`config.mk`:
```
export PLATFORM = sky130hd
export DESIGN_NAME = iicmb_wb_regs
export DESIGN_NICKNAME = d
export VERILOG_FILES = /design/src/rtl/iicmb_wb_regs.sv
export SDC_FILE = /design/constraint.sdc
export NUM_CORES = 1
export LEC_CHECK = 0
export ABC_AREA = 1
export CORE_ASPECT_RATIO = 1.1
export CORE_UTILIZATION = 30
export CTS_CLUSTER_DIAMETER = 120
export CTS_CLUSTER_SIZE = 8
export DETAILED_ROUTE_END_ITERATION = 8
export GPL_TIMING_DRIVEN = 1
export HOLD_SLACK_MARGIN = 0.08
export REMOVE_ABC_BUFFERS = 1
export SYNTH_ARGS = -nofsm -noshare
export SYNTH_HDL_FRONTEND = slang
export SYNTH_SLANG_ARGS = --single-unit
```
`constraint.sdc`:
```
create_clock -name clk_i -period 3.2 [get_ports clk_i]
set_clock_uncertainty 0.2 [all_clocks]
set_input_delay 0.48 -clock clk_i [delete_from_list [all_inputs] [get_ports clk_i]]
set_output_delay 0.48 -clock clk_i [all_outputs]
set_load 0.02 [all_outputs]
```
`src/rtl/iicmb_wb_regs.sv`:
```
`default_nettype none
// ============================================================================
// Module      : iicmb_wb_regs
// Description : Wishbone register front-end of the I2C multi-bus master.
//               Holds CSR/DPR/CMDR/FSMR, issues byte commands to the byte
//               FSM over valid/ready, handles Set Bus locally, drives irq_o.
// Revision    : 1.0 - initial release
// ============================================================================
module iicmb_wb_regs #(
    parameter int ADDR_WIDTH = 2,
    parameter int DATA_WIDTH = 8,
    parameter int NUM_BUSSES = 16
) (
    input  logic                  clk_i,
    input  logic                  rst_i,
    input  logic                  cyc_i,
    input  logic                  stb_i,
    input  logic                  we_i,
    input  logic [ADDR_WIDTH-1:0] adr_i,
    input  logic [DATA_WIDTH-1:0] dat_i,
    output logic [DATA_WIDTH-1:0] dat_o,
    output logic                  ack_o,
    output logic                  irq_o,
    output logic                  cmd_valid_o,
    output logic [2:0]            cmd_o,
    output logic [7:0]            wr_data_o,
    output logic [3:0]            bus_id_o,
    input  logic                  cmd_ready_i,
    input  logic                  done_i,
    input  logic [1:0]            done_status_i,
    input  logic [7:0]            rd_data_i,
    input  logic                  rd_valid_i,
    input  logic                  bus_busy_i,
    input  logic                  bus_cap_i,
    input  logic [7:0]            fsm_state_i
);

    localparam logic [ADDR_WIDTH-1:0] c_ADR_CSR  = ADDR_WIDTH'(0);
    localparam logic [ADDR_WIDTH-1:0] c_ADR_DPR  = ADDR_WIDTH'(1);
    localparam logic [ADDR_WIDTH-1:0] c_ADR_CMDR = ADDR_WIDTH'(2);
    localparam logic [2:0]            c_CMD_SETBUS = 3'b110;
    localparam logic [8:0]            c_NUM_BUSSES = 9'(NUM_BUSSES);

    typedef enum logic [1:0] {
        S_IDLE   = 2'd0,
        S_ISSUE  = 2'd1,
        S_WAIT   = 2'd2,
        S_SETBUS = 2'd3
    } state_t;

    state_t r_state;
    state_t w_state_nxt;

    logic                  r_ack;
    logic [DATA_WIDTH-1:0] r_dat;
    logic                  r_e;
    logic                  r_ie;
    logic [7:0]            r_wr_data;
    logic [7:0]            r_rd_data;
    logic [2:0]            r_cmd;
    logic [3:0]            r_bus_id;
    logic                  r_don;
    logic                  r_nak;
    logic                  r_al;
    logic                  r_err;
    logic                  r_irq_pend;
    logic                  r_irq;

    logic       w_acc;
    logic       w_wr;
    logic       w_rd;
    logic       w_csr_wr;
    logic       w_dpr_wr;
    logic       w_cmdr_wr;
    logic       w_cmdr_rd;
    logic       w_e_fall;
    logic       w_busy;
    logic       w_cmd_acc;
    logic       w_cmd_rej;
    logic       w_done;
    logic       w_setbus;
    logic       w_setbus_ok;
    logic       w_cmd_valid;
    logic [7:0] w_rdata;

    // A new access is accepted only while ack is low, so every access gets
    // exactly one ack pulse followed by at least one idle cycle.
    assign w_acc     = cyc_i & stb_i & ~r_ack;
    assign w_wr      = w_acc & we_i;
    assign w_rd      = w_acc & ~we_i;
    assign w_csr_wr  = w_wr & (adr_i == c_ADR_CSR);
    assign w_dpr_wr  = w_wr & (adr_i == c_ADR_DPR);
    assign w_cmdr_wr = w_wr & (adr_i == c_ADR_CMDR);
    assign w_cmdr_rd = w_rd & (adr_i == c_ADR_CMDR);
    assign w_e_fall  = w_csr_wr & r_e & ~dat_i[7];

    // Busy is judged on the state before any same-cycle completion, so a
    // CMDR write coinciding with done_i is still rejected.
    assign w_busy      = (r_state != S_IDLE);
    assign w_cmd_acc   = w_cmdr_wr & r_e & ~w_busy;
    assign w_cmd_rej   = w_cmdr_wr & r_e & w_busy;
    assign w_done      = done_i & (r_state == S_WAIT);
    assign w_setbus    = (r_state == S_SETBUS);
    assign w_setbus_ok = w_setbus & ({1'b0, r_wr_data} < c_NUM_BUSSES);

    // Command handshake state register.
    always_ff @(posedge clk_i or negedge rst_i) begin
        if (!rst_i) begin
            r_state <= S_IDLE;
        end else begin
            r_state <= w_state_nxt;
        end
    end

    // Next-state logic; disabling the core always returns to IDLE.
    always_comb begin
        w_state_nxt = r_state;
        w_cmd_valid = 1'b0;
        case (r_state)
            S_IDLE: begin
                if (w_cmd_acc) begin
                    w_state_nxt = (dat_i[2:0] == c_CMD_SETBUS) ? S_SETBUS : S_ISSUE;
                end
            end
            S_ISSUE: begin
                w_cmd_valid = 1'b1;
                if (cmd_ready_i) begin
                    w_state_nxt = S_WAIT;
                end
            end
            S_WAIT: begin
                if (done_i) begin
                    w_state_nxt = S_IDLE;
                end
            end
            S_SETBUS: begin
                w_state_nxt = S_IDLE;
            end
            default: begin
                w_state_nxt = S_IDLE;
            end
        endcase
        if (w_e_fall) begin
            w_state_nxt = S_IDLE;
            w_cmd_valid = (r_state == S_ISSUE);
        end
    end

    // Read-data multiplexer, sampled into dat_o at the accepting edge.
    always_comb begin
        w_rdata = 8'h00;
        case (adr_i)
            c_ADR_CSR:  w_rdata = {r_e, r_ie, bus_busy_i, bus_cap_i, r_bus_id};
            c_ADR_DPR:  w_rdata = r_rd_data;
            c_ADR_CMDR: w_rdata = {r_don, r_nak, r_al, r_err, 1'b0, r_cmd};
            default:    w_rdata = fsm_state_i;
        endcase
    end

    // Wishbone ack pulse and registered read data.
    always_ff @(posedge clk_i or negedge rst_i) begin
        if (!rst_i) begin
            r_ack <= 1'b0;
            r_dat <= '0;
        end else begin
            r_ack <= w_acc;
            if (w_rd) begin
                r_dat <= DATA_WIDTH'(w_rdata);
            end
        end
    end

    // Configuration and data registers; bus id and DPR survive a disable.
    always_ff @(posedge clk_i or negedge rst_i) begin
        if (!rst_i) begin
            r_e       <= 1'b0;
            r_ie      <= 1'b0;
            r_wr_data <= 8'h00;
            r_rd_data <= 8'h00;
            r_cmd     <= 3'd0;
            r_bus_id  <= 4'd0;
        end else begin
            if (w_csr_wr) begin
                r_e  <= dat_i[7];
                r_ie <= dat_i[6];
            end
            if (w_dpr_wr) begin
                r_wr_data <= dat_i[7:0];
            end
            if (rd_valid_i) begin
                r_rd_data <= rd_data_i;
            end
            if (w_cmd_acc) begin
                r_cmd <= dat_i[2:0];
            end
            if (w_setbus_ok) begin
                r_bus_id <= r_wr_data[3:0];
            end
        end
    end

    // Status bits and interrupt pending; later statements take priority,
    // so completions win over the clear caused by a CMDR read.
    always_ff @(posedge clk_i or negedge rst_i) begin
        if (!rst_i) begin
            r_don      <= 1'b0;
            r_nak      <= 1'b0;
            r_al       <= 1'b0;
            r_err      <= 1'b0;
            r_irq_pend <= 1'b0;
        end else if (w_e_fall) begin
            r_don      <= 1'b0;
            r_nak      <= 1'b0;
            r_al       <= 1'b0;
            r_err      <= 1'b0;
            r_irq_pend <= 1'b0;
        end else begin
            if (w_cmdr_rd) begin
                r_irq_pend <= 1'b0;
            end
            if (w_cmd_acc) begin
                r_don <= 1'b0;
                r_nak <= 1'b0;
                r_al  <= 1'b0;
                r_err <= 1'b0;
            end
            if (w_done) begin
                case (done_status_i)
                    2'd0:    r_don <= 1'b1;
                    2'd1:    r_nak <= 1'b1;
                    2'd2:    r_al  <= 1'b1;
                    default: r_err <= 1'b1;
                endcase
                r_irq_pend <= 1'b1;
            end
            if (w_cmd_rej) begin
                r_err      <= 1'b1;
                r_irq_pend <= 1'b1;
            end
            if (w_setbus) begin
                if (w_setbus_ok) begin
                    r_don <= 1'b1;
                end else begin
                    r_err <= 1'b1;
                end
                r_irq_pend <= 1'b1;
            end
        end
    end

    // Registered interrupt level.
    always_ff @(posedge clk_i or negedge rst_i) begin
        if (!rst_i) begin
            r_irq <= 1'b0;
        end else begin
            r_irq <= r_e & r_ie & r_irq_pend;
        end
    end

    assign dat_o       = r_dat;
    assign ack_o       = r_ack;
    assign irq_o       = r_irq;
    assign cmd_valid_o = w_cmd_valid & ~w_e_fall | (r_state == S_ISSUE) & ~w_e_fall;
    assign cmd_o       = r_cmd;
    assign wr_data_o   = r_wr_data;
    assign bus_id_o    = r_bus_id;

endmodule
`default_nettype wire

```
==> flow_metrics.env <==
export IMPL_grt_use_total=0.152
export IMPL_numPortBuffers=63
export IMPL_swShare=0.299
export IMPL_pwr_share_seq=0.483
export IMPL_cp_startpoint="adr_i[0]"
export IMPL_cp_data_required_time_ns=2.52
export IMPL_yosysUniqueCellTypes=22
export IMPL_clk_pin_slew_ns=0.08
export IMPL_initialDrtViolationCount=77
export IMPL_die_y_um=86.6
export IMPL_post_cts_buffers=0
export IMPL_period_needed_ns=2.90
export IMPL_cp_max_fo=6
export IMPL_slew_headroom=0.381
export IMPL_status="complete, no violations"
export IMPL_total_power_mw=1.37
export IMPL_via_per_inst=4.46
export IMPL_path_class="in2out"
export IMPL_final_cell_mix="72 x nand2_1, 62 x clkdlybuf4s50_1, 42 x dfrtp_1, 24 x inv_1, 19 x nor2_1"
export IMPL_rows=30
export IMPL_r2r_start="ack_o$_DFF_PN0_"
export IMPL_io_pins=64
export IMPL_die_area_um2=6830
export IMPL_clock_sinks=42
export IMPL_fin_crit_sh=0.907
export IMPL_syn_inst=234
export IMPL_cts_root_buf="clkbuf_8"
export IMPL_cp_arrival_ns=2.22
export IMPL_hp_class="in2async"
export IMPL_clockBufferDepth=2
export IMPL_initial_core_util=0.313
export IMPL_cts_hold_buffers=0
export IMPL_cap_viol_max_count=0
export IMPL_setup_viol=0
export IMPL_nNetsFinal=342
export IMPL_p_sw_uw=411
export IMPL_start_kind="input port"
export IMPL_fmax_ghz=0.344
export IMPL_drc=0
export IMPL_tightest_slew_ns=0.928
export IMPL_end_kind="output pin"
export IMPL_final_area_um2=2770
export IMPL_antenna_found_initial=0
export IMPL_drtPass1Iterations=4
export IMPL_synthToLayoutAreaGrowth_pct=41.9
export IMPL_overflow=0
export IMPL_grt_max_degree=43
export IMPL_rsz0062_at_grt="no"
export IMPL_wl_per_cell_um=12.6
export IMPL_syn_mean_instance_area_um2=8.34
export IMPL_hold_violations=0
export IMPL_peakVddDrop_mv=0.202
export IMPL_grt_pass1_vias=1665
export IMPL_clockPowerShare=0.255
export IMPL_htreeDepth=2
export IMPL_final_common_cell="nand2_1"
export IMPL_leakagePower_nw=1.30
export IMPL_drtAntennaViolNets=0
export IMPL_fin_util=0.444
export IMPL_placed_cell_area_um2=2680
export IMPL_totalWireLength_um=4860
export IMPL_fp_dieW_um=78.9
export IMPL_cts_buffers=5
export IMPL_vias=1718
export IMPL_drive_gt1_frac=0.0951
export IMPL_hold_slack_ns=0.120
export IMPL_synth_seq_cells=42
export IMPL_grt_pass1_wl_um=7940
export IMPL_cts_resized=0
export IMPL_finalWeightedCongestion=0.803
export IMPL_p_int_uw=963
export IMPL_netlist_area_um2=1950
export IMPL_core_um2=6230
export IMPL_ys_warn_count=0
export IMPL_slew_violations=0
export IMPL_power_frac_comb=0.262
export IMPL_clk_latency_ns=0.29
export IMPL_dp_hpwl_um=3700
export IMPL_final_setup_tns_ns=0
export IMPL_yosysSeqAreaShare=0.539
export IMPL_p_per_area_nw_per_um2=496
export IMPL_diodes=0
export IMPL_cts_tree="done"
cell type report:
| class | count | area, um2 |
|---|---|---|
| Fill cell | 661 | 3460 |
| Inverter | 30 | 113 |
| Clock inverter | 1 | 5.00 |
| Clock buffer | 7 | 86.3 |
| Sequential cell | 42 | 1050 |
| Timing Repair Buffer | 65 | 641 |
| Multi-Input combinational cell | 160 | 772 |
| Tap cell | 80 | 100 |
cell families after synthesis:
family          share of synthesized area
buf+inv                            0.0654
mux                                0.0173
compound gates                      0.122
simple gates                        0.257
flops                               0.539
critical path: stages:
cell	delay (ns)
clkdlybuf4s50_1	0.61
nor2_4	0.07
nand2_1	0.06
nor2_1	0.04
nand2_2	0.11
inv_2	0.08
nor3_1	0.14
clkdlybuf4s50_1	0.63
power by group through the flow:
| stage | Clock, mW | Sequential, mW | Combinational (mW) |
|---|---|---|---|
| after floorplan | 0 | 0.723 | 0.114 |
| after global placement | 0 | 0.672 | 0.360 |
| after detailed placement | 0 | 0.674 | 0.364 |
| after CTS | 0.363 | 0.664 | 0.366 |
| after global routing | 0.384 | 0.674 | 0.396 |
| final | 0.350 | 0.664 | 0.360 |
sequential cells by signal (all words and copies together) (netlist names):
| register | cells |
|---|---|
| ack_o | 1 |
| r_e | 1 |
| r_irq_pend | 1 |
| r_state | 2 |
| wr_data_o | 8 |
| r_nak | 1 |
| r_don | 1 |
| irq_o | 1 |
| r_al | 1 |
| cmd_o | 3 |
| r_ie | 1 |
| r_rd_data | 8 |
| bus_id_o | 4 |
| dat_o | 8 |
| r_err | 1 |
routing by layer:
layer,wire length [um],vias up,part of all wire,GRT usage
met5,0,-,0,0
met4,40,0,0.0082,0.0397
met3,289,4,0.059,0.0389
met1,2300,774,0.47,0.199
met2,2240,55,0.46,0.251
li1,-,885,-,-
per-stage QoR:
| step | cells | setup WS (ns) |
|---|---|---|
| detailed placement | 377 | 0.284 |
| finish | 385 | 0.297 |
| global placement | 377 | 0.310 |
| floorplan | 232 | 1.19 |
| CTS | 385 | 0.279 |
| global route | 385 | 0.138 |
synthesized netlist by cell type (all sizes together):
library cell | instances | share of area
clkbuf | 1 | 0.0019
o21ai | 21 | 0.054
mux2 | 3 | 0.017
a41oi | 1 | 0.0045
a21oi | 18 | 0.046
inv | 30 | 0.058
nor3 | 1 | 0.0026
dfrtp | 42 | 0.54
buf | 1 | 0.0058
nand3 | 12 | 0.041
nor2 | 23 | 0.057
o21bai | 1 | 0.0039
o2111ai | 3 | 0.013
nand2 | 75 | 0.15
nand3b | 2 | 0.0077
path summary, 6_finish.rpt:
path / to / depth (start not counted) / slack (ns)
min reg2reg: dat_o[0]$_DFFE_PN0P_ / 2 / 0.30
min: r_rd_data[0]$_DFFE_PN0P_ / 1 / 0.12
max in group asynchronous: wr_data_o[3]$_DFFE_PN0P_ / 1 / 2.10
max: cmd_valid_o / 8 / 0.30
min in group clk_i: dat_o[0]$_DFFE_PN0P_ / 2 / 0.30
max reg2reg: r_irq_pend$_DFFE_PN0P_ / 8 / 1.59
(Power assumes the default switching activity.)
